File: src/rtl/mips_pkg.sv
// Shared definitions for the multicycle MIPS control path: state encodings,
// opcodes and the select/op codes understood by the datapath and ALU decoder.
package mips_pkg;

    typedef enum logic [3:0] {
        FETCH   = 4'd0,
        DECODE  = 4'd1,
        MEMADR  = 4'd2,
        MEMRD   = 4'd3,
        MEMWB   = 4'd4,
        MEMWR   = 4'd5,
        EXEC    = 4'd6,
        RTYPEWB = 4'd7,
        BRANCH  = 4'd8,
        JUMP    = 4'd9,
        ADDIEX  = 4'd10,
        ADDIWB  = 4'd11
    } state_t;

    localparam logic [5:0] OP_RTYPE = 6'b000000;
    localparam logic [5:0] OP_LW    = 6'b100011;
    localparam logic [5:0] OP_SW    = 6'b101011;
    localparam logic [5:0] OP_BEQ   = 6'b000100;
    localparam logic [5:0] OP_J     = 6'b000010;
    localparam logic [5:0] OP_ADDI  = 6'b001000;

    localparam logic [1:0] ALUOP_ADD   = 2'b00;
    localparam logic [1:0] ALUOP_SUB   = 2'b01;
    localparam logic [1:0] ALUOP_FUNCT = 2'b10;

    localparam logic [1:0] SRCB_REG    = 2'b00;
    localparam logic [1:0] SRCB_FOUR   = 2'b01;
    localparam logic [1:0] SRCB_IMM    = 2'b10;
    localparam logic [1:0] SRCB_BRANCH = 2'b11;

    localparam logic [1:0] PCSRC_ALU    = 2'b00;
    localparam logic [1:0] PCSRC_ALUOUT = 2'b01;
    localparam logic [1:0] PCSRC_JUMP   = 2'b10;

    function automatic logic isSupported(input logic [5:0] op);
        logic ok;
        ok = 1'b0;
        case (op)
            OP_RTYPE, OP_LW, OP_SW, OP_BEQ, OP_J, OP_ADDI: ok = 1'b1;
            default: ok = 1'b0;
        endcase
        return ok;
    endfunction

endpackage

File: src/rtl/control_fsm.sv
// Moore control FSM for the multicycle MIPS datapath; every control output
// except illegal_op is a pure decode of the current state.
module control_fsm #(
    parameter int STATE_W = 4
) (
    input  logic               clk,
    input  logic               reset,
    input  logic [5:0]         opcode,
    output logic               PCWrite,
    output logic               PCWriteCond,
    output logic               IorD,
    output logic               MemRead,
    output logic               MemWrite,
    output logic               IRWrite,
    output logic               MemtoReg,
    output logic               RegDst,
    output logic               RegWrite,
    output logic               ALUSrcA,
    output logic [1:0]         ALUSrcB,
    output logic [1:0]         ALUOp,
    output logic [1:0]         PCSource,
    output logic               illegal_op,
    output logic [STATE_W-1:0] state
);
    import mips_pkg::*;

    state_t currentState;
    state_t nextState;

    // State register and the registered illegal-opcode pulse, both cleared asynchronously
    always_ff @(posedge clk or posedge reset) begin
        if (reset) begin
            currentState <= FETCH;
            illegal_op   <= 1'b0;
        end else begin
            currentState <= nextState;
            illegal_op   <= (currentState == DECODE) && !isSupported(opcode);
        end
    end

    // Next-state logic; opcode only matters in DECODE and MEMADR
    always_comb begin
        nextState = FETCH;
        case (currentState)
            FETCH:   nextState = DECODE;
            DECODE: begin
                case (opcode)
                    OP_LW, OP_SW: nextState = MEMADR;
                    OP_RTYPE:     nextState = EXEC;
                    OP_BEQ:       nextState = BRANCH;
                    OP_J:         nextState = JUMP;
                    OP_ADDI:      nextState = ADDIEX;
                    default:      nextState = FETCH;
                endcase
            end
            MEMADR: begin
                if (opcode == OP_LW)      nextState = MEMRD;
                else if (opcode == OP_SW) nextState = MEMWR;
                else                      nextState = FETCH;
            end
            MEMRD:   nextState = MEMWB;
            EXEC:    nextState = RTYPEWB;
            ADDIEX:  nextState = ADDIWB;
            default: nextState = FETCH;
        endcase
    end

    // Output decode; unreachable encodings fall into the all-low default
    always_comb begin
        PCWrite     = 1'b0;
        PCWriteCond = 1'b0;
        IorD        = 1'b0;
        MemRead     = 1'b0;
        MemWrite    = 1'b0;
        IRWrite     = 1'b0;
        MemtoReg    = 1'b0;
        RegDst      = 1'b0;
        RegWrite    = 1'b0;
        ALUSrcA     = 1'b0;
        ALUSrcB     = SRCB_REG;
        ALUOp       = ALUOP_ADD;
        PCSource    = PCSRC_ALU;
        case (currentState)
            FETCH: begin
                MemRead  = 1'b1;
                IRWrite  = 1'b1;
                ALUSrcB  = SRCB_FOUR;
                PCWrite  = 1'b1;
            end
            DECODE:  ALUSrcB = SRCB_BRANCH;
            MEMADR, ADDIEX: begin
                ALUSrcA  = 1'b1;
                ALUSrcB  = SRCB_IMM;
            end
            MEMRD: begin
                MemRead  = 1'b1;
                IorD     = 1'b1;
            end
            MEMWB: begin
                MemtoReg = 1'b1;
                RegWrite = 1'b1;
            end
            MEMWR: begin
                MemWrite = 1'b1;
                IorD     = 1'b1;
            end
            EXEC: begin
                ALUSrcA  = 1'b1;
                ALUOp    = ALUOP_FUNCT;
            end
            RTYPEWB: begin
                RegDst   = 1'b1;
                RegWrite = 1'b1;
            end
            BRANCH: begin
                ALUSrcA     = 1'b1;
                ALUOp       = ALUOP_SUB;
                PCWriteCond = 1'b1;
                PCSource    = PCSRC_ALUOUT;
            end
            JUMP: begin
                PCWrite  = 1'b1;
                PCSource = PCSRC_JUMP;
            end
            ADDIWB:  RegWrite = 1'b1;
            default: ;
        endcase
    end

    assign state = STATE_W'(currentState);

endmodule
File: config.mk
export PLATFORM = sky130hd
export DESIGN_NAME = control_fsm
export DESIGN_NICKNAME = d
export VERILOG_FILES = /design/src/rtl/mips_pkg.sv /design/src/rtl/control_fsm.sv
export SDC_FILE = /design/constraint.sdc
export NUM_CORES = 1
export LEC_CHECK = 0
export ABC_AREA = 1
export CAP_MARGIN = 20
export CORE_MARGIN = 2
export CORE_UTILIZATION = 40
export DETAILED_ROUTE_END_ITERATION = 8
export PLACE_DENSITY = 0.83
export SLEW_MARGIN = 20
export SYNTH_ARGS = -nofsm -noshare
export SYNTH_HDL_FRONTEND = slang
export SYNTH_SLANG_ARGS = --single-unit
File: constraint.sdc
create_clock -name clk -period 1.8 [get_ports clk]
set_input_delay 0.27 -clock clk [delete_from_list [all_inputs] [get_ports clk]]
set_output_delay 0.27 -clock clk [all_outputs]
set_load 0.005 [all_outputs]
==> metrics, run 1 <==
Crit-path slowest cell dfrtp_2; M1 GR Usage 21.7%; CP Capture Type output pin; CP Cell Sequence buf_4 -> buf_4 -> nand2_4 -> nor2_4 -> inv_2 -> nand2_1 -> dlygate4sd2_1; first-pass GRT wire length 2.39 mm; Setup crit start kind register; Clock Root Buffer clkbuf_4; Routed WL per cell 12.1 um; Synth Area in Compound Gates 2.84%; WL final 1.79 mm; fillers 93; port bufs 28; Crit Path Class reg2out; sequential power share 18.9%; busiest grt layer met2; multiplexer share of the synthesized area 0%; Worst Skew 0.00520 ns; IO Pins 29; DRT iter0 DRCs 16; largest net degree at the start of global routing 7; CTS clk-pin slew, worst paths 0.05 ns; f_max 582 MHz; hold buffer count at CTS 0; Final Util 77.5%; fraction of the mapped netlist area in simple logic gates 57.1%; Distinct cells, synth 15; die width 40.3 um; Via Count 710; hold crit path type in2async; Synth-to-Final Area Change 86.3%; clock latency on the worst-skew pair 0.24 ns; Finish-stage setup viols 0; vias in the first global route 607; crit-path max cell delay 0.41 ns; routed vias/inst 4.80; area post-placement 827 um^2; Peak VDD IR 0.509 mV; number of synthesized register bits 5; gr ovfl total 0; Final Wtd Congestion 0.835; Sinks on Clock Net 5; Buffers & Inverters on Critical Path 4; antenna-violating nets left 0; # H-tree levels 1; R2R depth 7; syn_nets 101; Pwr Total 0.851 mW; multi-input logic area 359 um^2; sequential-to-total area share from yosys stat 23.7%; Num CTS Buffers 3; Slew Viols, Final 0; sw frac 39.6%; Die H 40.3 um; Net Switching 0.337 mW; Least-Margin Pin Slew 0.235 ns; Final Hold Fails 0; Power Dens Cells 865 nW/um^2; setup TNS 0 ns; setup ws final 0.0821 ns; ant diodes 0; Crit path max-delay family buffers and inverters; mapped cell area 528 um^2; Gate Count Post-Synth 93; WP data required 1.53 ns; Worst path most repeated cell buf_4; Detailed Routing Iterations Pass 1 4; initial antenna violation count 0; reg-to-reg endpoint state[0]; met3 usage 1.11%; Worst EP arrival 1.45 ns; Non-Filler Instances 148; yosys warns 0; largest family of logic cells by synthesized area simple AND/OR/NAND/NOR gates; DP Worst Slack 0.0619 ns; final worst path period need 1.72 ns; Clk pwr share 16.1%; starting density of the core 41.6%; CTS tree yes; Pint 0.514 mW; static leakage 0.672 nW; syn avg cell area 5.68 um^2; placed cell count 136; crit path max fanout 5; Core Region 1270 um^2; status complete, no violations; residual DRC count 0; final net count 142; Slew HR 84.3%; Post-DP HPWL 1.13 mm; die area 1630 um^2; M2 GR Usage 44.0%; xor/xnor share of the synthesized area 0%; adder-cell share of the synthesized area 0%; RR Startpoint state[3]; CTS max path bufs 2; worst hold slack 0.222 ns; design area 983 um^2; gr usage total 22.4%; Logic pwr share 65.0%; fraction of layout cells with a size suffix above 1 28.6%; Period Utilization, post-route 95.4%; reg2reg setup slack 0.55 ns; max-cap viol count 0; row count 13; register area 129 um^2
registers in the layout, indices dropped and copies added, names as in the netlist:
| name | cells |
|---|---|
| state | 4 |
| illegal_op | 1 |
cell usage after synthesis:
master / n / area share, %
nand2_1: 21 / 15
nor2_1: 18 / 13
inv_1: 15 / 11
nand3_1: 8 / 7.6
inv_2: 6 / 4.3
dfrtp_1: 5 / 24
nand2_2: 4 / 4.7
nand4_1: 3 / 3.6
nor2_2: 3 / 3.6
o21ai_0: 3 / 2.8
nand3b_1: 2 / 2.8
nor2_4: 2 / 4.3
buf_4: 1 / 1.4
nor3_1: 1 / 0.95
nor3_2: 1 / 1.9
worst max path at each step:
stage                     depth (start not counted)         end      from  slack (ns)
after floorplan                                   5     PCWrite  state[3]        0.60
after global placement                            7    RegWrite  state[2]        0.11
after detailed placement                          7    RegWrite  state[2]        0.06
after CTS                                         5     IRWrite  state[3]       -0.08
after global routing                              7  ALUSrcB[1]  state[3]      -0.006
final                                             7  ALUSrcB[1]  state[0]        0.08
metal layers:
layer | vias up | share of wire, %
li1 | 362 | -
met1 | 320 | 40
met2 | 26 | 54
met3 | 2 | 4.4
met4 | 0 | 1.2
met5 | - | 0
worst reg2reg max path, cell delays in order, from the launching register on:
cell	delay, ns
dfrtp_1	0.42
inv_2	0.11
buf_4	0.13
nand2_4	0.07
nor2_4	0.13
buf_4	0.13
nand4_1	0.07
nand3_1	0.11
cells in the final DEF (no fill, tap or decap), drive strengths merged:
cell           synthesis  layout
nand2                 25      25
nor2                  23      23
inv                   21      21
clkdlybuf4s50          0      12
dlymetal6s2s           0      10
buf                    1       9
nand3                  8       8
dlygate4sd2            0       5
dfrtp                  5       5
clkbuf                 0       4
nand4                  3       3
o21ai                  3       3
nand3b                 2       2
nor3                   2       2
clkdlybuf4s15          0       1
cells by family after synthesis:
family	count (synthesis)
flops	5
simple gates	63
buf+inv	22
compound gates	3
final cells by class:
| type | count | share of cell area, % |
|---|---|---|
| sequential | 5 | 13.1 |
| inverter | 21 | 8.52 |
| tap | 15 | 1.91 |
| multi-input combinational | 66 | 36.5 |
| timing repair buffer | 37 | 37.3 |
| clock buffer | 4 | 2.67 |
power by group through the flow:
stage	Clock [mW]	Combinational [mW]	Sequential, mW
after floorplan	0	0.182	0.166
after global placement	0	0.416	0.166
after detailed placement	0	0.418	0.169
after CTS	0.132	0.472	0.166
after global routing	0.146	0.601	0.163
final	0.137	0.553	0.161
repair_timing:
action	4_1_cts	5_1_grt
pin swaps	1	3
setup buffers	4	4
endpoints found under the setup margin	13	9
resized for setup	17	17
cloned	0	0
Note: power is estimated with default switching activity, not from simulation.
==> run 2: changes to the inputs <==
- CELL_PAD_IN_SITES_DETAIL_PLACEMENT: default -> 1
- CELL_PAD_IN_SITES_GLOBAL_PLACEMENT: default -> 2
- CORE_UTILIZATION: 40 -> 18
- PLACE_DENSITY: 0.83 -> default
- PLACE_DENSITY_LB_ADDON: default -> 0.1
==> run 2 against run 1 <==
  * First-iteration DRC count is 25% lower
  * Register-to-register slack hardly changed
  * Via count is 0.85% higher
  * Critical endpoint is now PCWrite
  * Highest routed layer unchanged
==> metrics, run 2 (synthesis gave the netlist of run 1 again) <==
ant diodes 0; crit-path max cell delay 0.43 ns; Slew HR 82.6%; Setup crit start kind register; Crit-path slowest cell dfrtp_2; CTS tree yes; fraction of layout cells with a size suffix above 1 29.9%; static leakage 0.621 nW; Peak VDD IR 0.344 mV; worst hold slack 0.230 ns; max-cap viol count 0; final worst path period need 1.74 ns; hold crit path type in2async; row count 19; Least-Margin Pin Slew 0.260 ns; # H-tree levels 1; Sinks on Clock Net 5; WP data required 1.53 ns; Final Util 35.8%; DP Worst Slack 0.0539 ns; gr usage total 11.5%; Routed WL per cell 11.6 um; Core Region 2780 um^2; largest net degree at the start of global routing 6; Final Hold Fails 0; Post-DP HPWL 1.57 mm; Crit Path Class reg2out; placed cell count 153; most frequent cells in the layout nand2_1, nor2_1, inv_1, buf_4, clkdlybuf4s50_1; die area 3380 um^2; Final Wtd Congestion 0.716; Power Dens Cells 767 nW/um^2; CP Capture Type output pin; IO Pins 29; Finish-stage setup viols 0; clock latency on the worst-skew pair 0.24 ns; starting density of the core 19.0%; fillers 367; CP Cell Sequence buf_4 -> inv_2 -> nand2_1 -> nor2_2 -> inv_1 -> o21ai_0 -> dlygate4sd2_1; status complete, no violations; routed vias/inst 4.26; residual DRC count 0; port bufs 28; Clock Root Buffer clkbuf_4; initial antenna violation count 0; Num CTS Buffers 3; CTS clk-pin slew, worst paths 0.05 ns; final net count 146; die width 58.2 um; hold buffer count at CTS 0; Non-Filler Instances 168; Via Count 716; setup ws final 0.0631 ns; Period Utilization, post-route 96.5%; register area 129 um^2; Pwr Total 0.764 mW; crit path max fanout 5; max FFs per register 4; Slew Viols, Final 0; Buffers & Inverters on Critical Path 4; Synth-to-Final Area Change 88.6%; Detailed Routing Iterations Pass 1 3; Die H 58.2 um; first-pass GRT wire length 3.04 mm; CTS max path bufs 2; f_max 576 MHz; antenna-violating nets left 0; WL final 1.95 mm; RSZ-0062 raised after global routing true; vias in the first global route 706; Worst Skew 0.00170 ns; DRT iter0 DRCs 12; gr ovfl total 0; most common cell after layout, fill and taps aside nand2_1; Worst EP arrival 1.47 ns; Crit path max-delay family buffers and inverters; multi-input logic area 344 um^2
==> run 2: what timing repair did <==
action                                  CTS  global route
setup buffers                             5             6
pin swaps                                 2             3
endpoints found under the setup margin   15             5
gates resized for setup                  23             6
==> run 2: metrics by stage <==
stage               TNS, ns  area (um^2)
floorplan                 0          528
global placement          0          855
detailed placement        0          855
CTS                  -0.208          938
global route        -0.0895          996
finish                    0          996
==> run 2: power breakdown <==
| group | leakage, nW | switching [mW] | internal (mW) | total [mW] |
|---|---|---|---|---|
| sequential | 0.0612 | 0.0276 | 0.141 | 0.169 |
| combinational | 0.545 | 0.216 | 0.249 | 0.465 |
| clock | 0.0150 | 0.0466 | 0.0839 | 0.130 |
==> run 2: worst paths after layout <==
| check | from | to | slack [ns] | cells past startpoint |
|---|---|---|---|---|
| setup / recovery | state[1] | PCWrite | 0.06 | 7 |
| max in group asynchronous | reset | state[2] | 1.38 | 2 |
| setup reg to reg | state[1] | state[0] | 0.55 | 7 |
| hold / removal | reset | state[3] | 0.23 | 2 |
| hold reg to reg | state[2] | state[3] | 0.67 | 3 |
| min in group clk | state[2] | state[3] | 0.67 | 3 |
==> run 2: cell type report <==
cell class              count  area share, %
flip-flops and latches      5           12.9
inverters                  21           8.17
repair buffers             41           37.8
well taps                  31           3.89
clock buffers               4           2.64
multi-input cells          66           34.5
==> run 2: worst register-to-register path, cell delays in order, from the launching register on <==
cell	delay (ns)
dfrtp_2	0.43
buf_4	0.15
inv_2	0.07
nand2_2	0.10
nor2_4	0.12
buf_4	0.12
nand4_1	0.07
nand3_1	0.11
==> run 2: layer usage <==
layer	GRT usage, %	vias up	share of wire [%]
li1	-	367	-
met1	12.7	324	41
met2	21.4	21	53
met3	2.46	4	4.9
met4	3.99	0	1.7
met5	0	-	0
